$ cat config.mk
export PLATFORM = sky130hd
export DESIGN_NAME = cache_valid_scanner
export DESIGN_NICKNAME = d
export VERILOG_FILES = /design/src/rtl/cache_valid_scanner_pkg.sv /design/src/rtl/cache_valid_scanner_priority_encoder_32.sv /design/src/rtl/cache_valid_scanner.sv
export SDC_FILE = /design/constraint.sdc
export NUM_CORES = 1
export LEC_CHECK = 0
export CAP_MARGIN = 20
export CORE_MARGIN = 5
export CORE_UTILIZATION = 50
export CTS_CLUSTER_DIAMETER = 30
export DETAILED_ROUTE_END_ITERATION = 7
export GPL_ROUTABILITY_DRIVEN = 0
export PLACE_DENSITY = 0.83
export SLEW_MARGIN = 15
export SYNTH_ARGS = -nofsm -noshare
export SYNTH_HDL_FRONTEND = slang
export SYNTH_SLANG_ARGS = --single-unit
$ cat constraint.sdc
create_clock -name clk -period 4.85 [get_ports clk]
set_clock_uncertainty 0.2 [all_clocks]
set_input_delay 0.485 -clock clk [delete_from_list [all_inputs] [get_ports clk]]
set_output_delay 0.485 -clock clk [all_outputs]
set_load 0.05 [all_outputs]
$ cat src/rtl/cache_valid_scanner_pkg.sv
// Shared cache geometry constants and the line-scanner state encoding.
package cache_valid_scanner_pkg;

  localparam int CACHE_LINES       = 32;
  localparam int CACHE_INDEX_W     = 5;
  localparam int CACHE_BLOCK_BYTES = 16;

  typedef enum logic [1:0] {
    ST_IDLE = 2'd0,
    ST_SCAN = 2'd1,
    ST_DONE = 2'd2
  } scan_state_e;

endpackage

$ cat src/rtl/cache_valid_scanner_priority_encoder_32.sv
// Combinational 32-bit lowest-set-bit encoder with a nonzero flag.
module priority_encoder_32
  import cache_valid_scanner_pkg::*;
(
  input  logic [CACHE_LINES-1:0]   vec,
  output logic [CACHE_INDEX_W-1:0] index,
  output logic                     nonzero
);

  always_comb begin
    index   = '0;
    nonzero = |vec;
    // Walk from the top down so the lowest set bit is the last write.
    for (int unsigned i = 0; i < CACHE_LINES; i++) begin
      if (vec[CACHE_LINES-1-i]) begin
        index = CACHE_INDEX_W'(CACHE_LINES - 1 - i);
      end
    end
  end

endmodule

$ cat src/rtl/cache_valid_scanner.sv
// Sequential multi-hot to index scanner: emits each set line number, lowest first.
module cache_valid_scanner
  import cache_valid_scanner_pkg::*;
#(
  parameter int LINES   = CACHE_LINES,
  parameter int INDEX_W = CACHE_INDEX_W
) (
  input  logic               clk,
  input  logic               rst,
  input  logic               start,
  input  logic [LINES-1:0]   vector_in,
  output logic               busy,
  output logic               index_valid,
  output logic [INDEX_W-1:0] index_out,
  input  logic               index_ready,
  output logic               done,
  output logic [INDEX_W:0]   count
);

  scan_state_e        state_q, state_d;
  logic [LINES-1:0]   pending_q, pending_d;
  logic [INDEX_W:0]   count_q, count_d;

  logic [INDEX_W-1:0] enc_index;
  logic               enc_nonzero;
  logic [LINES-1:0]   cleared;

  priority_encoder_32 u_enc (
    .vec     (pending_q),
    .index   (enc_index),
    .nonzero (enc_nonzero)
  );

  assign cleared = pending_q & ~(LINES'(1) << enc_index);

  always_comb begin
    state_d   = state_q;
    pending_d = pending_q;
    count_d   = count_q;
    unique case (state_q)
      ST_IDLE: begin
        if (start) begin
          pending_d = vector_in;
          count_d   = '0;
          state_d   = (vector_in != '0) ? ST_SCAN : ST_DONE;
        end
      end
      ST_SCAN: begin
        if (enc_nonzero && index_ready) begin
          pending_d = cleared;
          count_d   = count_q + (INDEX_W+1)'(1);
          if (cleared == '0) begin
            state_d = ST_DONE;
          end
        end
      end
      ST_DONE: state_d = ST_IDLE;
      default: state_d = ST_IDLE;
    endcase
  end

  always_ff @(posedge clk or posedge rst) begin
    if (rst) begin
      state_q   <= ST_IDLE;
      pending_q <= '0;
      count_q   <= '0;
    end else begin
      state_q   <= state_d;
      pending_q <= pending_d;
      count_q   <= count_d;
    end
  end

  always_comb begin
    busy        = (state_q != ST_IDLE);
    index_valid = (state_q == ST_SCAN) && enc_nonzero;
    index_out   = index_valid ? enc_index : '0;
    done        = (state_q == ST_DONE);
    count       = count_q;
  end

endmodule

* After elaboration in Yosys (flattened, before gate mapping)
Index checks and enable logic that the tools add are counted.
Word-level totals: bits of input ports 36, flip-flop bits (word level) 40, output and inout port bits 14, word-level logic and storage cells 66
Cells by class: shifts and indexed selects 1, reductions and logical operators 10, bitwise logic cells 2, add/sub/neg operators 1, multiplexer cells 44, equal/unequal tests 5
Operators by type and width (count):
- 2-to-1 mux 5 bit | 33
- 2-to-1 mux 32 bit | 2
- case mux 32 bit (2 select lines) | 1
- AND 32 bit | 1
- logical NOT 32 bit | 1
- inverter 32 bit | 1
- nonzero test 32 bit | 1
- OR reduction 32 bit | 1
- left shift 1 x 5 -> 32 bit (first input constant) | 1
- 2-to-1 mux 6 bit | 2
- case mux 6 bit (2 select lines) | 1
- 2-to-1 mux 2 bit | 4
- adder 6 x 1 -> 6 bit (second input constant) | 1
- != test 2 bit (second input constant) | 3
- AND reduction 3 bit | 2
- case mux 2 bit (2 select lines) | 1
- nonzero test 2 bit | 2
- equality test 2 x 1 -> 1 bit (second input constant) | 1
- equality test 2 bit (second input constant) | 1
- logical AND 1 bit | 2
- logical NOT 2 bit | 1

* Longest topological paths before layout
Gate-level depths: netlist of run 1.
depth after elaboration 39, gate-level depth with buffers 12, gate-level depth less buffers 10

* By module
From an unflattened synthesis of run 1, not the netlist that was laid out.
Unflattened totals: cell total of the unflattened synthesis 356, area, all modules 2855.2 µm²
Modules (own cells, without submodules):
- cache_valid_scanner | cells each 291, seq. area each 1001.0 µm², times used 1, area each 2469.9 µm²
- priority_encoder_32 | cells each 65, seq. area each 0.0 µm², times used 1, area each 385.4 µm²

* Worst setup path after synthesis of run 1
No wires, ideal clock.
path kind flip-flop to flip-flop, from reg pending_q[15], to reg state_q[0], required time 4519 ps, buffers on the path 0, arrival 2869 ps, stages on the path, launching flop included 11, slack 1650 ps, clock period less this slack 3200 ps, library setup time 131 ps, cell sequence dfrtp_1 -> or4_4 -> a211oi_2 -> o21ai_2 -> nand2_4 -> nand2_4 -> o31a_1 -> or4b_4 -> a2111oi_4 -> a41o_1 -> o21ai_1
On the way: longest elaborated chain between the ends 22, elaborated cells on any way between the ends 25, classes of those cells 2 x eq/ne; 1 x shift; 16 x mux; 2 x bitwise; 4 x reduce/logical
Ends and longest elaborated chain:
- start: declaration | line cache_valid_scanner.sv:21 | logic [LINES-1:0] pending_q, pending_d;
- start signal: assignment | line cache_valid_scanner.sv:69 | pending_q <= pending_d;
- 2-to-1 mux 5 bit (16 in series) | line cache_valid_scanner_priority_encoder_32.sv:15 | if (vec[CACHE_LINES-1-i]) begin
- left shift 1 x 5 -> 32 bit | line cache_valid_scanner.sv:34 | assign cleared = pending_q & ~(LINES'(1) << enc_index);
- inverter 32 bit | line cache_valid_scanner.sv:34
- AND 32 bit | line cache_valid_scanner.sv:34
- logical NOT 32 bit | line cache_valid_scanner.sv:52 | if (cleared == '0) begin
- != test 2 bit (no source line)
- AND reduction 3 bit (no source line) (*)
- end signal: assignment | line cache_valid_scanner.sv:68 | state_q <= state_d;
- end: declaration | line cache_valid_scanner.sv:20 | scan_state_e state_q, state_d;
Mark *: on every way between the ends. The rest lies on a longest branch, timed or not. A chain may end at the register's enable or synchronous reset.

* Final worst setup path of run 1
from reg pending_q[24], to out index_out[0]
On the way: longest elaborated chain between the ends 26, elaborated cells on any way between the ends 28, classes of those cells 26 x mux; 2 x reduce/logical
Ends and longest elaborated chain:
- 2-to-1 mux 5 bit (25 in series) | line cache_valid_scanner_priority_encoder_32.sv:15
- 2-to-1 mux 5 bit (*) | line cache_valid_scanner.sv:77 | index_out = index_valid ? enc_index : '0;
- end: declaration | line cache_valid_scanner.sv:14 | output logic [INDEX_W-1:0] index_out,
Marks and branches as above.

==> results of run 1 <==
power groups by stage:
stage	logic (mW)	clock network (mW)	registers, mW
2_1_floorplan	1.04	0	0.684
3_3_place_gp	1.39	0	0.728
3_5_place_dp	1.40	0	0.732
4_1_cts	1.41	0.277	0.729
5_1_grt	1.55	0.290	0.763
6_report	1.47	0.277	0.748
metrics by stage:
step                      util, %  power [mW]  std cells
after floorplan                 -        1.72        370
after detailed placement     59.3        2.14        477
after global routing         61.1        2.60        485
final                        61.1        2.49        485
after global placement       59.3        2.12        477
after CTS                    61.1        2.42        485
critical path: stages, from the launching register on:
cell and delay (ns):
dfrtp_1 0.45, nor2b_1 0.16, o21ai_1 0.12, nor4b_1 0.55, a21o_1 0.29, a31oi_1 0.25
or2_2 0.39, nor2_1 0.11, clkdlybuf4s50_1 0.81
synthesized netlist by cell type, types with 2 or more instances:
master    number  area, um2
nand2_1       46        173
o21ai_0       46        230
dfrtp_1       40       1000
nor2_1        30        113
a22o_1        18        158
nor4_1        17        106
inv_1         14       52.6
nor3_1        14       70.1
a21oi_1       13       65.1
clkbuf_1      13       48.8
o31ai_1        8       60.1
nand3_1        7       35.0
nand4_1        7       43.8
nor2b_1        7       43.8
and2_1         5       31.3
nand2b_1       5       31.3
o41ai_1        5       43.8
a21o_1         4       30.0
a31oi_1        4       25.0
buf_6          3       33.8
o21a_1         3       22.5
o21ai_1        3       15.0
or3_1          3       18.8
or4_1          3       22.5
a211oi_1       2       15.0
a22oi_1        2       15.0
a32o_1         2       20.0
buf_2          2       10.0
buf_4          2       15.0
nand2_4        2       22.5
o21bai_1       2       15.0
o31a_1         2       17.5
or2_2          2       12.5
area by class of cell:
class	instances	share of cell area, %
Multi-Input combinational cell	296	50.6
Clock inverter	2	0.980
Clock buffer	6	2.03
Timing Repair Buffer	52	14.3
Tap cell	75	2.62
Sequential cell	40	28.0
Inverter	14	1.47
per-layer routing:
layer | up-vias | GRT usage (%)
met4 | 0 | 13.5
met2 | 282 | 40.2
met3 | 70 | 6.15
met5 | - | 0
li1 | 1464 | -
met1 | 1530 | 34.6
path summary, 6_finish.rpt:
path | cells after the start | slack (ns) | end
max in group asynchronous | 3 | 3.67 | pending_q[16]
min in group asynchronous | 3 | 0.40 | pending_q[28]
worst min-delay path | 1 | 0.32 | count[4]
worst max-delay path | 8 | 0.70 | index_out[0]
worst min register to register | 1 | 0.32 | count[4]
worst max register to register | 10 | 0.94 | state_q[0]
flip-flops by register name, summed over array words and instances, names as in the netlist:
register   cells
count          6
state_q        2
pending_q     32
cell families after synthesis:
logic type / after synthesis / share of synthesized area, %
compound gates: 132 / 31.1
flops: 40 / 33.7
buf+inv: 34 / 5.39
fa+ha+maj: 1 / 0.421
simple gates: 161 / 28.7
mux: 2 / 0.716
==> flow_summary.ini, run 1 <==
[run_status]
outcome = completed

[power_and_ir_drop]
power_leakage_nw = 1.36
vdd_drop_max_mv = 0.661
p_sw_mw = 1.33
p_clk_share_pct = 11.1
intPower_mw = 1.16
pwr-share-comb_pct = 58.9
p_per_area_nw_per_um2 = 696
seqPwrFrac_pct = 30.0
p_sw_share_pct = 53.6

[timing]
finalSetupViolCount = 0
finalSetupTns_ns = 0
max_slew_margin_pct = 16.8
hold_violations = 0
worstMarginPinSlew_ns = 1.24
fin_hold_ws_ns = 0.322
rsz0062_at_grt = no
fin_crit_ns = 4.15
drv_slew = 0
timing.final.crit_share_pct = 85.5
setup_slack_ns = 0.704
clock.fmax_mhz = 241

[floorplanning]
floorplan.initialDensity_pct = 50.7
die_w_um = 87.1
die_h_um = 87.1
rows = 28
coreArea_um2 = 5850
pin_count = 50
die_area_um2 = 7580

[setup_path]
worst_ep_required_time_ns = 4.16
startpoint = pending_q[24]
worstSetupEndpointType = primary output
crit_path_start_kind = flip-flop
crit_type = reg2out
cp.arrival_ns = 3.46
timing.rr.start = pending_q[24]
critPathMaxFanout = 6

[clock_tree]
clkSlewWorstSetupHoldPaths_ns = 0.08
clock_latency_ns = 0.31
clock_sinks = 40
cts_tree = done
clockBufferDepth = 2
h-tree-depth = 2
cts-buffers-inserted = 5
cts_hold_buf = 0
cts-root-buf = clkbuf_8
cts_resized = 0
cts_setup_buffers = 0

[routing]
maxUsedRoutingLayer = met4
route.met2.wl_um = 4300
dr_total_vias = 3346
drt_first_pass_iters = 7
wl_per_cell_um = 20.5
drc = 0
postRouteAntennaNets = 0
vias_per_cell = 6.90
wl_met1_um = 3930
met3_length_um = 1130
first_iter_violations = 673
drt_wl_total_um = 9920

[cells_and_area]
final_area_um2 = 3580
multiInputGateArea_um2 = 1810
fillers = 507
areaGrowthSynthToFinish_pct = 20.4
final_cell_mix = clkdlybuf4s50_1 (49), nand2_1 (46), o21ai_0 (46)
diodes = 0
fin_nets = 446
layout_commonest_cell = clkdlybuf4s50_1
seqCellArea_um2 = 1000
layout-drive-gt1-share_pct = 6.83

[placed_design]
place_ws_ns = 1.22
io_buffer_count = 49
place_area_um2 = 3470
place_hpwl_um = 7250

[global_route]
grt_pass1_vias = 3104
overflow = 0
grt_pass1_wl_um = 15500
antenna_found_initial = 0
grt_use_total_pct = 26.3
grt_max_degree = 41

[synth]
synth-seq-cells = 40
seq_area_frac_synth_pct = 33.7
avgSynthCellArea_um2 = 8.02
synth_cell_types = 67
synthFlopType = dfrtp_1
syn_nets = 407
synthArstFlopShare_pct = 100
syn_area_um2 = 2970
synth-edff-count = 0
yosys_warnings = 0
synthCells = 370

[hold_path]
hold_class = reg2reg
min_from = count[4]

[flow_run]
cap_violations = 0
Power figures use the tool's default switching activity.
==> inputs of run 2 (changes only) <==
- CORE_MARGIN: 5 -> 4
==> run 2 against run 1 <==
The flow now finishes with violations (design-rule violations); sequential power is essentially flat; register-to-register slack better by 0.06 ns; sequential share of layout area increased by 0.12 points; sequential cell count stayed put; critical path depth is the same; die area decreased by 4.5%; clock power down 12%; via count grew 2.1%; cell area down 0.42%; combinational power about the same.
==> flow_summary.ini, run 2 (synthesis results as in run 1) <==
[run_status]
outcome = finished with violations
violations = design-rule violations

[cells_and_area]
layout_commonest_cell = clkdlybuf4s50_1
final_area_um2 = 3560
areaGrowthSynthToFinish_pct = 19.9
final_cell_mix = clkdlybuf4s50_1 (49), nand2_1 (46), o21ai_0 (46)
seqCellArea_um2 = 1000
diodes = 0
multiInputGateArea_um2 = 1810
top_register = pending_q
layout-drive-gt1-share_pct = 6.85
layout.cells.non_filler = 481
largest_register_ff_count = 32
fin_nets = 446
fillers = 500

[floorplanning]
pin_count = 50
coreArea_um2 = 5640
rows = 27
die_w_um = 85.1
die_area_um2 = 7240
floorplan.initialDensity_pct = 52.6
die_h_um = 85.1

[routing]
first_iter_violations = 875
vias_per_cell = 7.10
drt_first_pass_iters = 8
drc = 18
postRouteAntennaNets = 0
drt_wl_total_um = 10100
wl_per_cell_um = 21.0
dr_total_vias = 3417

[timing]
max_slew_margin_pct = 19.6
hold_violations = 0
fin_crit_ns = 4.16
drv_slew = 0
rsz0062_at_grt = no
finalSetupTns_ns = 0
setup_slack_ns = 0.686
clock.fmax_mhz = 240
finalSetupViolCount = 0
timing.final.crit_share_pct = 85.9
worstMarginPinSlew_ns = 1.20

[flow_run]
cap_violations = 0

[global_route]
grt_max_degree = 41
grt_use_total_pct = 28.9
overflow = 0
antenna_found_initial = 0
grt_pass1_vias = 3270
grt_pass1_wl_um = 16600

[clock_tree]
clkSlewWorstSetupHoldPaths_ns = 0.08
cts-root-buf = clkbuf_8
cts_hold_buf = 0
cts_resized = 0
cts_tree = done
cts_setup_buffers = 0
h-tree-depth = 2
cts-buffers-inserted = 5
clock_latency_ns = 0.31
clockBufferDepth = 2
clock_sinks = 40

[setup_path]
ff2ff_setup_slack_ns = 1.00
crit_type = reg2out
startpoint = pending_q[24]
worst_ep_required_time_ns = 4.16
ff2ff_path_depth = 10
cp.arrival_ns = 3.48
crit_end = index_out[0]
timing.rr.start = pending_q[24]
r2r_end = state_q[0]
crit_path_start_kind = flip-flop
critPathMaxFanout = 6
worstSetupEndpointType = primary output

[power_and_ir_drop]
p_per_area_nw_per_um2 = 693
power.total_mw = 2.47
power_leakage_nw = 1.36
intPower_mw = 1.13
seqPwrFrac_pct = 30.4
p_sw_share_pct = 54.1
vdd_drop_max_mv = 0.737
p_clk_share_pct = 9.9
pwr-share-comb_pct = 59.7
p_sw_mw = 1.34

[hold_path]
hold_class = reg2reg

[placed_design]
place_hpwl_um = 7160
place_area_um2 = 3460
place_inst = 474
io_buffer_count = 49
place_ws_ns = 1.22
==> run 2: final cells by class <==
class                           instances  area share, %
Multi-Input combinational cell        296           50.8
Sequential cell                        40           28.1
Timing Repair Buffer                   52           14.4
Clock buffer                            7           2.71
Tap cell                               72           2.53
Inverter                               14           1.48
==> run 2: metrics by stage <==
step                      hold WS [ns]  util (%)
after CTS                        0.312      63.1
after global routing             0.347      63.1
final                            0.315      63.1
after floorplan                  0.312         -
after global placement           0.296      61.4
after detailed placement         0.297      61.4
==> run 2: power by group through the flow <==
stage                     Clock [mW]  Combinational (mW)  Sequential (mW)
after floorplan                    0                1.04            0.684
after global placement             0                1.40            0.730
after detailed placement           0                1.40            0.734
after CTS                      0.247                1.42            0.731
after global routing           0.265                1.57            0.768
final                          0.244                1.47            0.750
==> run 2: metal layers <==
| layer | vias to the layer above | GRT usage (%) | share of wire, % |
|---|---|---|---|
| li1 | 1475 | - | - |
| met1 | 1547 | 39.1 | 39 |
| met2 | 306 | 42.2 | 42 |
| met3 | 89 | 9.13 | 13 |
| met4 | 0 | 12.7 | 6.1 |
| met5 | - | 0 | 0 |
==> run 2: how the worst min path moves through the flow <==
stage                       start            end  depth (start not counted)
floorplan           pending_q[26]  pending_q[26]                          1
global placement         count[4]       count[4]                          1
detailed placement       count[4]       count[4]                          1
CTS                      count[4]       count[4]                          1
global route             count[4]       count[4]                          1
finish                   count[4]       count[4]                          1
==> run 2: critical path: stages, from the launching register on <==
cell and delay (ns):
dfrtp_1 0.44, nor2b_1 0.17, o21ai_1 0.13, nor4b_1 0.57, a21o_1 0.29, a31oi_1 0.25
or2_2 0.40, nor2_1 0.11, clkdlybuf4s50_1 0.81
==> inputs of run 3 (changes only) <==
- SYNTH_HIERARCHICAL: unset -> 1
==> run 3 against run 2 <==
The run now ends clean; global-route usage decreased by 3.3 points; clock-buffer cell count down 2; die area decreased by 3.5%; first-iteration DRC count shrank 44%; final cell count shrank 3.5%; synthesized area is 3.8% lower; critical path type unchanged; critical endpoint is now index_out[3].
==> flow_summary.ini, run 3 <==
[setup_path]
worst_ep_required_time_ns = 4.16
cp_slowest_cell = a21oi_1
worstSetupEndpointType = primary output
cp.arrival_ns = 3.45
worst-path-buf-inv = 1
critPathMaxFanout = 14
cp_slowest_stage_delay_ns = 0.81
crit_type = reg2out
ff2ff_setup_slack_ns = 0.89
cp_top_family = simple AND/OR/NAND/NOR gates
crit_chain = nor4_1 -> nand2_1 -> a21oi_1 -> and2_1 -> clkdlybuf4s50_1
crit_path_start_kind = flip-flop

[floorplanning]
rows = 27
floorplan.initialDensity_pct = 51.9
die_area_um2 = 6980
die_h_um = 83.6
die_w_um = 83.6
pin_count = 50
coreArea_um2 = 5510

[timing]
finalSetupTns_ns = 0
worstMarginPinSlew_ns = 1.01
clock.fmax_mhz = 242
max_slew_margin_pct = 32.4
fin_crit_ns = 4.14
rsz0062_at_grt = no
finalSetupViolCount = 0
hold_violations = 0
drv_slew = 0
timing.final.crit_share_pct = 85.3

[global_route]
antenna_found_initial = 0
grt_pass1_vias = 2895
grt_pass1_wl_um = 14600
grt_use_total_pct = 25.5
grt_max_degree = 43
overflow = 0

[clock_tree]
cts_resized = 0
clock_latency_ns = 0.31
clock_sinks = 40
cts-root-buf = clkbuf_8
clockBufferDepth = 2
cts_setup_buffers = 0
cts_hold_buf = 0
h-tree-depth = 2
cts_tree = done
cts-buffers-inserted = 5
clkSlewWorstSetupHoldPaths_ns = 0.08

[cells_and_area]
areaGrowthSynthToFinish_pct = 20.9
layout-drive-gt1-share_pct = 5.61
top_register = pending_q
diodes = 0
layout_commonest_cell = clkdlybuf4s50_1
final_cell_mix = clkdlybuf4s50_1 (49), o21ai_0 (46), nand2_1 (43)
largest_register_ff_count = 32
fin_nets = 429
fillers = 482

[synth]
synth_cell_types = 49
yosys_warnings = 6
synthArstFlopShare_pct = 100
avgSynthCellArea_um2 = 8.02
synth_area_leader_cell = dfrtp_1
synth-edff-count = 0
seq_area_frac_synth_pct = 35.1
syn_nets = 393
synth.top_cell.area_share_pct = 35.1
netlist_top_cells_count = o21ai_0 (46), nand2_1 (43), dfrtp_1 (40)
syn_area_um2 = 2860
synth.area.top_cells = dfrtp_1 (35%), a22o_1 (9.8%), o21ai_0 (8.1%), nand2_1 (5.7%), nor4_1 (3.5%)
synthCells = 356
synth-seq-cells = 40
synthFlopType = dfrtp_1
synth_most_common_cell = o21ai_0

[routing]
dr_total_vias = 3135
postRouteAntennaNets = 0
vias_per_cell = 6.76
first_iter_violations = 486
drt_wl_total_um = 8890
wl_per_cell_um = 19.2
drt_first_pass_iters = 7
drc = 0

[placed_design]
io_buffer_count = 49
place_hpwl_um = 6450

[hold_path]
hold_class = reg2reg

[run_status]
outcome = completed

[flow_run]
cap_violations = 0
[run 3: cell families (layout without fill, tap and decap cells)]
family / after synthesis / count (layout) / share of synthesized area [%]
fa+ha+maj: 1 / 1 / 0.438
simple gates: 151 / 151 / 28.8
buf+inv: 37 / 73 / 5.57
compound gates: 125 / 125 / 29.4
flops: 40 / 40 / 35.1
mux: 2 / 2 / 0.745
[run 3: area by class of cell]
cell class / count / area [um2] / share of cell area (%)
clock buffers: 5 / 68.8 / 1.99
clock inverters: 2 / 12.5 / 0.363
inverters: 11 / 41.3 / 1.20
multi-input cells: 279 / 1700 / 49.3
flip-flops and latches: 40 / 1000 / 29.0
well taps: 72 / 90.1 / 2.61
repair buffers: 55 / 536 / 15.5
[run 3: worst min-delay path, cell delays in order, from the launching register on]
cell     delay [ns]
dfrtp_1        0.40
nand2_1        0.07
nand2_1        0.06
[run 3: routing by layer]
layer  global-route usage [%]  share of wire [%]  vias to the layer above
li1                         -                  -                     1408
met1                     33.8                 40                     1432
met2                     40.1                 44                      223
met3                     5.53                 11                       72
met4                     11.1                5.2                        0
met5                        0                  0                        -
[run 3: path summary, 6_finish.rpt]
path | cells after the start | startpoint | endpoint
hold / removal | 2 | count[1] | count[1]
max in group asynchronous | 3 | rst | pending_q[10]
min in group asynchronous | 3 | rst | count[1]
setup reg to reg | 9 | pending_q[6] | state_q[0]
hold reg to reg | 2 | count[1] | count[1]
setup / recovery | 5 | pending_q[6] | index_out[3]
[run 3: stage by stage]
step | setup WS [ns] | instance area (um2) | utilization (%) | cells | hold slack (ns)
floorplan | 1.53 | 2860 | - | 356 | 0.320
global placement | 1.20 | 3370 | 61.2 | 457 | 0.317
detailed placement | 1.16 | 3370 | 61.2 | 457 | 0.345
CTS | 0.843 | 3450 | 62.7 | 464 | 0.362
global route | 0.546 | 3450 | 62.7 | 464 | 0.411
finish | 0.713 | 3450 | 62.7 | 464 | 0.355
Power of run 3 is left out: the tool's default activity adds up to more than one toggle a clock period on the data nets, which glitch-free logic cannot reach.
==> edit: new RTL, settings of run 3 <==
Set the package constant `CACHE_INDEX_W` to 6 (it was 5).
--- a/src/rtl/cache_valid_scanner_pkg.sv
+++ b/src/rtl/cache_valid_scanner_pkg.sv
@@ -4,3 +4,3 @@
   localparam int CACHE_LINES       = 32;
-  localparam int CACHE_INDEX_W     = 5;
+  localparam int CACHE_INDEX_W     = 6;
   localparam int CACHE_BLOCK_BYTES = 16;
Ports: changed (resized count and index_out); port bits go from 50 to 52. No check against the original RTL was run, so the function may have changed too.
==> edit against run 3 <==
- setup slack got worse by 240 ps
- synthesized area increased by 1.9%
- sequential cell count increased by 1
- cell area increased by 2.7%
- count of clock-buffer cells in the layout unchanged
- register-to-register slack got worse by 420 ps
- via count increased by 2.3%
- cell count increased by 1.5%
- routed wire length increased by 2.0%
- utilization increased by 0.90 points
- critical path type is now reg2reg
- highest routed layer unchanged
==> edit: results (changes against run 3) <==
Timing
  • Min Hold Slack: 368 ps (+12.6 ps)
  • Final min period: 4380 ps (+243 ps)

Final layout
  • Final Net Count: 435 (+1.4%)
  • Sequential fraction of total cell area: 0.290 (-0.000518)
  • Clk cell area share: 0.0254 (+0.00186)
  • Non-clock buffer count: 57 (+3.6%)
  • Multi-input gate area: 0.00175 sq mm (+2.9%)
  • Layout cells sized above 1: 0.0752 (+0.0191)
  • #MultiIn Comb: 284 (+1.8%)
  • Signal buf overhead: 0.156 (+0.000888)
  • Final core occ: 0.636 (+0.00901)
  • Layout fillers: 470 (-2.5%)

Placement
  • Placed Instances: 463 (+1.3%)
  • IO buf count: 50 (+2.0%)
  • Detailed placement HPWL: 6380 microns (-1.0%)

Routing
  • Routed wire length: 9070 microns (+2.0%)
  • Iter 0 DRT Violations: 497 (+2.3%)
  • M1 WL: 3640 microns (+2.1%)
  • DR vias/cell: 6.81 (+0.78%)
  • Via count: 3207 (+2.3%)
  • Met3 wire len: 974 microns (+3.4%)
  • DRT Pass-1 Iters: 5 (-2)

Synth
  • Mux cell area share after synthesis: 0.0189 (+0.0115)
  • Top cells by count, synth: dfrtp_1 (41), nor2_1 (37), nand2_1 (29)
  • Synth Area in Compound Gates: 0.287 (-0.00685)

GRT
  • Tot GR Track Use: 0.260 (+0.00464)
  • First-pass GRT wire length: 15200 microns (+3.7%)
  • Number of global-route vias before repair: 3083 (+6.5%)
  • GR Layer Usage met3: 0.0589 (+0.00360)
  • GR Util met1: 0.342 (+0.00450)

Setup path
  • Crit Path Class: reg2reg
  • Worst path arrival time: 4340 ps (+890 ps)
  • Crit-path max cell delay: 980 ps (+170 ps)
  • CP delay by family, top: compound AO/OA/AOI/OAI gates
  • Reg2reg start: pending_q[30]$_DFFE_PP0P_

Status
  • Status: finished clean

Hold path
  • Hold Startpoint: count[6]$_DFFE_PP0P_
edit: cell families after synthesis:
| group | count (synthesis) |
|---|---|
| and+or+nand+nor | 153 |
| DFF | 41 |
| other | 1 |
| buffers and inverters | 36 |
| muxes | 5 |
| AOI/OAI and AO/OA | 124 |
| adders and majority gates | 1 |
edit: power groups by stage:
stage | Sequential (mW) | Combinational [mW] | Clock [mW]
2_1_floorplan | 0.684 | 1.28 | 0
3_3_place_gp | 0.659 | 1.75 | 0
3_5_place_dp | 0.667 | 1.78 | 0
4_1_cts | 0.661 | 1.79 | 0.234
5_1_grt | 0.694 | 1.96 | 0.246
6_report | 0.673 | 1.83 | 0.232
edit: final timing paths:
check                                           endpoint
worst max-delay path              state_q[0]$_DFFE_PP0P_
worst min register to register      count[6]$_DFFE_PP0P_
min in group asynchronous           count[4]$_DFFE_PP0P_
worst max register to register    state_q[0]$_DFFE_PP0P_
worst min-delay path                count[6]$_DFFE_PP0P_
max in group asynchronous       pending_q[6]$_DFFE_PP0P_
